==> src/rtl/fire_alarm_pkg.sv <==
// rtl/fire_alarm_pkg.sv - shared state encodings, countdown command codes and reload value
package fire_alarm_pkg;

  typedef enum logic [2:0] {
    IDLE      = 3'd0,
    VERIFY    = 3'd1,
    COUNTDOWN = 3'd2,
    ALARM     = 3'd3,
    SILENCED  = 3'd4
  } state_t;

  localparam logic [1:0] SIG_LOAD  = 2'b00;
  localparam logic [1:0] SIG_COUNT = 2'b01;
  localparam logic [1:0] SIG_HOLD  = 2'b10;

  localparam int COUNT_RELOAD = 10;

endpackage

==> src/rtl/sync_2ff.sv <==
// rtl/sync_2ff.sv - two-flop synchronizer for one asynchronous level input
module sync_2ff (
  input  logic i_clk,
  input  logic i_rst_n,
  input  logic i_d,
  output logic o_q
);

  logic r_meta;
  logic r_q;

  always_ff @(posedge i_clk or negedge i_rst_n) begin
    if (!i_rst_n) begin
      r_meta <= 1'b0;
      r_q    <= 1'b0;
    end else begin
      r_meta <= i_d;
      r_q    <= r_meta;
    end
  end

  assign o_q = r_q;

endmodule

==> src/rtl/fire_alarm_ctrl.sv <==
// rtl/fire_alarm_ctrl.sv - smoke/heat alarm sequencer that drives countdown_10s and the sounders
module fire_alarm_ctrl
  import fire_alarm_pkg::*;
#(
  parameter int TICK_DIV     = 50_000_000,
  parameter int DEBOUNCE_CYC = 1_000,
  parameter int COUNT_W      = 8
) (
  input  logic               i_clk,
  input  logic               i_reset_n,
  input  logic               i_smoke,
  input  logic               i_heat,
  input  logic               i_ack,
  input  logic               i_clear,
  input  logic [COUNT_W-1:0] i_count,
  output logic [1:0]         o_sig,
  output logic               o_buzzer,
  output logic               o_siren,
  output logic               o_sprinkler,
  output logic [2:0]         o_state
);

  localparam int PRE_W = (TICK_DIV > 1) ? $clog2(TICK_DIV) : 1;
  localparam int DEB_W = $clog2(DEBOUNCE_CYC + 1);

  logic w_smoke_s, w_heat_s, w_ack_s, w_clear_s;
  logic w_clear_ok, w_heat_rise, w_tick, w_deb_done;
  state_t r_state, w_next;
  logic r_heat_d;
  logic [PRE_W-1:0] r_pre;
  logic [DEB_W-1:0] r_deb;
  logic [1:0] r_sig;
  logic r_buzzer, r_siren, r_sprinkler;
  logic [2:0] r_state_o;

  sync_2ff u_sync_smoke (.i_clk(i_clk), .i_rst_n(i_reset_n), .i_d(i_smoke), .o_q(w_smoke_s));
  sync_2ff u_sync_heat  (.i_clk(i_clk), .i_rst_n(i_reset_n), .i_d(i_heat),  .o_q(w_heat_s));
  sync_2ff u_sync_ack   (.i_clk(i_clk), .i_rst_n(i_reset_n), .i_d(i_ack),   .o_q(w_ack_s));
  sync_2ff u_sync_clear (.i_clk(i_clk), .i_rst_n(i_reset_n), .i_d(i_clear), .o_q(w_clear_s));

  // Maintenance clear only counts once both sensors have gone quiet.
  assign w_clear_ok  = w_clear_s && !w_smoke_s && !w_heat_s;
  assign w_heat_rise = w_heat_s && !r_heat_d;
  assign w_tick      = (r_pre == PRE_W'(TICK_DIV - 1));
  assign w_deb_done  = (r_deb == DEB_W'(DEBOUNCE_CYC - 1));

  always_comb begin
    w_next = r_state;
    case (r_state)
      IDLE: begin
        if (w_heat_s)       w_next = ALARM;
        else if (w_smoke_s) w_next = VERIFY;
      end
      VERIFY: begin
        if (w_heat_s)        w_next = ALARM;
        else if (!w_smoke_s) w_next = IDLE;
        else if (w_deb_done) w_next = COUNTDOWN;
      end
      COUNTDOWN: begin
        if (w_heat_s)            w_next = ALARM;
        else if (i_count == '0)  w_next = ALARM;
        else if (w_ack_s)        w_next = IDLE;
      end
      ALARM: begin
        if (w_clear_ok)   w_next = IDLE;
        else if (w_ack_s) w_next = SILENCED;
      end
      SILENCED: begin
        if (w_clear_ok)       w_next = IDLE;
        else if (w_heat_rise) w_next = ALARM;
      end
      default: w_next = IDLE;
    endcase
  end

  always_ff @(posedge i_clk or negedge i_reset_n) begin
    if (!i_reset_n) begin
      r_state  <= IDLE;
      r_heat_d <= 1'b0;
      r_pre    <= '0;
      r_deb    <= '0;
    end else begin
      r_state  <= w_next;
      r_heat_d <= w_heat_s;
      // Both counters sit at zero outside their state, so entry always starts clean.
      if (r_state == COUNTDOWN) r_pre <= w_tick ? '0 : r_pre + PRE_W'(1);
      else                      r_pre <= '0;
      if (r_state == VERIFY && w_smoke_s) r_deb <= r_deb + DEB_W'(1);
      else                                r_deb <= '0;
    end
  end

  always_ff @(posedge i_clk or negedge i_reset_n) begin
    if (!i_reset_n) begin
      r_sig       <= SIG_LOAD;
      r_buzzer    <= 1'b0;
      r_siren     <= 1'b0;
      r_sprinkler <= 1'b0;
      r_state_o   <= 3'd0;
    end else begin
      r_sig       <= SIG_LOAD;
      r_buzzer    <= 1'b0;
      r_siren     <= 1'b0;
      r_sprinkler <= 1'b0;
      r_state_o   <= r_state;
      case (r_state)
        COUNTDOWN: begin
          r_buzzer <= 1'b1;
          r_sig    <= w_tick ? SIG_COUNT : SIG_HOLD;
        end
        ALARM: begin
          r_siren     <= 1'b1;
          r_sprinkler <= 1'b1;
        end
        SILENCED: r_sprinkler <= 1'b1;
        default: ;
      endcase
    end
  end

  assign o_sig       = r_sig;
  assign o_buzzer    = r_buzzer;
  assign o_siren     = r_siren;
  assign o_sprinkler = r_sprinkler;
  assign o_state     = r_state_o;

endmodule

==> config.mk <==
export PLATFORM = sky130hd
export DESIGN_NAME = fire_alarm_ctrl
export DESIGN_NICKNAME = d
export VERILOG_FILES = /design/src/rtl/fire_alarm_pkg.sv /design/src/rtl/sync_2ff.sv /design/src/rtl/fire_alarm_ctrl.sv
export SDC_FILE = /design/constraint.sdc
export NUM_CORES = 1
export LEC_CHECK = 0
export ABC_AREA = 0
export ABC_CLOCK_PERIOD_IN_PS = 1800
export CELL_PAD_IN_SITES_DETAIL_PLACEMENT = 1
export CELL_PAD_IN_SITES_GLOBAL_PLACEMENT = 1
export CORE_ASPECT_RATIO = 1.25
export CORE_MARGIN = 2
export CORE_UTILIZATION = 35
export DETAILED_ROUTE_END_ITERATION = 16
export GPL_TIMING_DRIVEN = 0
export HOLD_SLACK_MARGIN = 0.12
export PLACE_DENSITY_LB_ADDON = 0.25
export SLEW_MARGIN = 20
export SYNTH_ARGS = -nofsm -noshare
export SYNTH_HDL_FRONTEND = slang
export SYNTH_HIERARCHICAL = 1
export SYNTH_SLANG_ARGS = --single-unit
==> constraint.sdc <==
create_clock -name i_clk -period 1.8 [get_ports i_clk]
set_input_delay 0.54 -clock i_clk [delete_from_list [all_inputs] [get_ports i_clk]]
set_output_delay 0.54 -clock i_clk [all_outputs]
set_load 0.02 [all_outputs]
---- Word-level counts from Yosys, hierarchy flattened ----
Index checks and enable logic that the tools add are counted.
operators by class
  $add $sub $neg .......................... 2
  equal/unequal tests ..................... 11
  mux-type cells .......................... 21
  reductions and logical operators ........ 11
operators with widths
  kind                   number
  $mux 26                2
  $mux 3                 12
  $add 26x1->26 const B  1
  $eq 26x26->1 const B   1
  $pmux 3 s5             1
  $add 10x1->10 const B  1
  $eq 10x10->1 const B   1
  $mux 10                1
  $logic_not 8->1        1
  $eq 3x2->1 const B     2
  $reduce_and 5->1       1
  $logic_and 1x1->1      4
  $mux 2                 2
  $ne 4x2->1 const B     1
  $ne 4x3->1 const B     1
  $eq 3x1->1 const B     1
  $eq 3x3->1 const B     1
  $logic_not 1->1        3
  $logic_not 3->1        1
  $mux 1                 3
  $ne 3x1->1 const B     1
  $ne 3x2->1 const B     1
  $ne 3x3->1 const B     1
  $reduce_or 2->1        1
word-level totals
  register bits ........................... 56
  input bits .............................. 14
  output and inout port bits .............. 8
  logic and storage cells ................. 62

---- Logic depth before layout (Yosys ltp) ----
  word-level depth ........................ 5
  depth in mapped cells ................... 7
  depth with buffers taken out ............ 5

---- Hierarchy ----
The synthesis kept the hierarchy.
modules (own cells, without submodules)
  module           instances  cells each  area each (µm²)  sequential area each (µm²)
  fire_alarm_ctrl  1          255         2547.4           1201.2
  sync_2ff         4          2           50.0             50.0

---- Least setup slack after synthesis ----
Ideal clock, no wire load.
  path type ............................... register to register
  from .................................... register r_pre[0]
  to ...................................... register r_pre[5]
  library setup time ...................... 0.119 ns
  data arrival time ....................... 1.654 ns
  required time ........................... 1.681 ns
  path slack .............................. 0.027 ns
  cell stages (with the launch flop) ...... 8
  path buffers ............................ 2
  clock period less this slack ............ 1.773 ns
  path through ............................ dfrtp_1 ha_1 and4_1 buf_2 nand3_1 o31ai_4 buf_6 nor2_2
on the way
  cells in the longest elaborated chain, start to end .. 3
  elaborated cells between the ends (all ways) .. 4
  classes of those cells .................. 1 x add/sub; 1 x eq/ne; 2 x mux
RTL lines
  element                                               line                                          source
  start: declaration                                    fire_alarm_ctrl.sv:30                         logic [PRE_W-1:0] r_pre;
  start signal: assignment                              fire_alarm_ctrl.sv:86                         if (r_state == COUNTDOWN) r_pre <= w_tick ? '0 : r_pre + PRE_W'(1);
  $add 26x1->26 / $eq 26x26->1 (equally long branches)  fire_alarm_ctrl.sv:86, fire_alarm_ctrl.sv:44
  $mux 26 * (2 in a row)                                fire_alarm_ctrl.sv:86
Every way passes the cells marked *; elsewhere a longest branch is shown, timed or not.
A chain may end at the register's enable or synchronous reset.

---- Worst setup path after layout ----
  from .................................... register r_pre[1]
  to ...................................... register r_pre[8]
Same word-level chain as after synthesis.

==> metrics.cfg <==
[status]
status=complete, no violations

[timing]
finClkSkew_ns=0.00684
slew_headroom_pct=66.7
period_minus_slack_ns=1.77
tightest_slew_ns=0.498
slew_violations=0
whs_ns=0.121
tns_ns=0
setup_viol=0
finalCritPeriodShare_pct=98.2
hold_viol_final=0
fmax_mhz=566
rsz0062_at_grt=true

[setup_path]
crit_path_frequent_cell=buf_6
cp_cell_sequence=ha_4 -> and4_1 -> buf_6 -> nand3_4 -> o31ai_4 -> buf_6 -> clkbuf_16 -> nor2_2
crit_path_max_fanout=7
end_kind=register
worstPathRequired_ns=2.01
crit_family=buffers and inverters
critical_path_class=reg -> reg
worstPathArrival_ns=1.98
slowest_delay_ns=0.41
start_kind=register
cp_slowest_cell=dfrtp_1
critPathBufInv=3

[detailed_routing]
dr.pass1.iters=4
wl_per_cell_um=16.8
wl_met3_um=147
viasPerCell=5.38
wirelength_um=6820
postRouteAntennaNets=0
via_count=2180
dr.max_layer_used=met4
drt_iter0_markers=55
wl_met2_um=3670
drc=0
wl_met1_um=2920

[clock_tree]
cts_tree=built
path_clk_slew_ns=0.11
cts_sinks=56
clockBufferDepth=2
postCtsHoldBufs=0
clk_latency_ns=0.31
htreeDepth=2
cts_made_buffers=5
cts_root_buf=clkbuf_8

[grt]
grt_remaining_overflow=0
first_global_vias=2244
grt_max_degree=32
track_usage_pct=16.5
grt_pass1_wl_um=11300
antenna_found_initial=0

[logic_synthesis]
ys_warn_count=6
yosys-top-cells-area=dfrtp_1 51%, xnor2_1 3.2%, nor2_2 3.0%
synth_xor_xnor_area_share_pct=6.06
synth_area_sq_mm=0.00275
synth-compound-area-share_pct=10.8
synth_top_flop_cell=dfrtp_1
synth_top_family_by_area=simple AND/OR/NAND/NOR gates
synth_edf_count=0
syn-num-nets=279
synth_cells=263
synth.avg_cell_area_sq_um=10.4
synth_top_area_share_pct=51.0
yosysUniqueCellTypes=50
synthAdderAreaFrac_pct=0.911
synth_top_cell_by_area=dfrtp_1
yosys.area_share.simple_pct=27.3
seq_area_frac_synth_pct=51.0
async_flop_share_pct=100
synthMuxAreaShare_pct=0
synth_seq_cells=56

[place]
gp_congestion=0.781
io_buffers=21
detailed_place_hpwl_um=4610

[floorplanning]
fp.dieH_um=103
num_rows=36
die_area_sq_mm=0.00858
core_area_sq_mm=0.00770
ioPinCount=22
die_x_um=83.3
start_util_pct=35.7

[flow_run]
drv_cap=0

[hold_path]
hold_class=in -> async

[cells_and_area]
areaGrowthSynthToFinish_pct=28.0
drive_gt1_share_pct=28.7
antennaDiodeCount=0
layout.nets=325

[pwr]
ir_worst_vdd_v=0.000509
p_leak_nw=1.42
power.density_mw_per_mm2=971

## per-layer routing
layer / vias up / global-route usage, %
met5: - / 0
met4: 0 / 5.30
met3: 5 / 2.72
met2: 26 / 31.3
met1: 1107 / 19.3
li1: 1042 / -
## final timing paths
| path | from | end | slack, ns | cells past startpoint |
|---|---|---|---|---|
| setup reg to reg | r_pre[1] | r_pre[8] | 0.03 | 8 |
| setup / recovery | r_pre[1] | r_pre[8] | 0.03 | 8 |
| hold reg to reg | u_sync_heat/r_meta | u_sync_heat/o_q | 0.36 | 0 |
| min in group i_clk | u_sync_heat/r_meta | u_sync_heat/o_q | 0.36 | 0 |
| hold / removal | i_reset_n | o_state[2] | 0.12 | 1 |
| max in group asynchronous | i_reset_n | r_pre[10] | 1.18 | 2 |
## metrics by stage
step | worst slack [ns] | utilization, % | power (mW) | std cells | cell area, sq um
after floorplan | 0.0266 | - | 2.06 | 263 | 2750
after global placement | -1.68 | 39.9 | 2.41 | 379 | 3080
after detailed placement | -0.427 | 40.2 | 2.43 | 380 | 3090
after CTS | 0.00444 | 42.3 | 3.26 | 393 | 3260
after global routing | -0.0450 | 45.6 | 3.61 | 405 | 3520
final | 0.0324 | 45.6 | 3.41 | 405 | 3520
## synthesized netlist by cell type (all sizes together) (2+ instances only)
library cell,count
or4,6
and2,6
dfrtp,56
nand3,13
o31ai,6
nand4,13
ha,2
buf,6
a211oi,2
and4,6
nor4,5
a21oi,15
or3,6
nor2,28
nand2,17
a31o,2
and3,8
xor2,9
inv,9
xnor2,10
nor3,5
nand2b,3
o21ai,9
nor4bb,2
clkbuf,4
nand4b,2
## cell type report
class,instances,area (sq um)
Inverter,9,36.3
Buffer,9,93.8
Fill cell,839,4190
Clock inverter,3,21.3
Multi-Input combinational cell,188,1380
Tap cell,95,119
Timing Repair Buffer,40,389
Sequential cell,56,1410
Clock buffer,5,68.8
## cells in the final DEF (no fill, tap or decap), types with 5 or more instances in the layout
cell,n
nor2_1,15
nand2_1,17
nor2_4,7
a21oi_1,5
and3_1,5
dfrtp_1,49
a21oi_2,10
xor2_1,9
dlygate4sd2_1,6
clkdlybuf4s50_1,12
and4_1,5
nor3_1,5
inv_1,7
buf_6,6
o31ai_1,5
nand3_1,11
dfrtp_2,7
nand4_1,11
xnor2_1,10
or3_1,5
buf_4,16
clkbuf_8,5
o21ai_0,8
nor2_2,6
## power breakdown
part	switching, mW	internal [mW]
Sequential	0.0667	1.39
Combinational	0.686	0.551
Clock	0.445	0.278
Total	1.20	2.21
## repair_timing
item / CTS / global route
resized for setup: 20 / 37
setup buffers: 6 / 11
cloned: 0 / 1
pin swaps: 2 / 12
setup endpoints to repair: 33 / 28
## flip-flops by register name (all words and copies together) (netlist names)
| name | count |
|---|---|
| r_pre | 26 |
| r_deb | 10 |
| o_state | 3 |
| r_state | 3 |
| o_sig | 2 |
| o_buzzer | 1 |
| o_siren | 1 |
| o_sprinkler | 1 |
| r_heat_d | 1 |
| u_sync_ack/o_q | 1 |
| u_sync_ack/r_meta | 1 |
| u_sync_clear/o_q | 1 |
| u_sync_clear/r_meta | 1 |
| u_sync_heat/o_q | 1 |
| u_sync_heat/r_meta | 1 |
| u_sync_smoke/o_q | 1 |
| u_sync_smoke/r_meta | 1 |
## logic make-up after synthesis
group | count (synthesis)
simple gates | 125
flops | 56
buf+inv | 19
compound gates | 42
fa+ha+maj | 2
xor+xnor | 19
## worst reg2reg max path, stage by stage (launching register included)
cell	delay [ns]
dfrtp_1	0.41
ha_4	0.16
and4_1	0.20
buf_6	0.13
nand3_4	0.09
o31ai_4	0.29
buf_6	0.18
clkbuf_16	0.16
nor2_2	0.04
No activity file was read; power rests on OpenSTA's default activity.
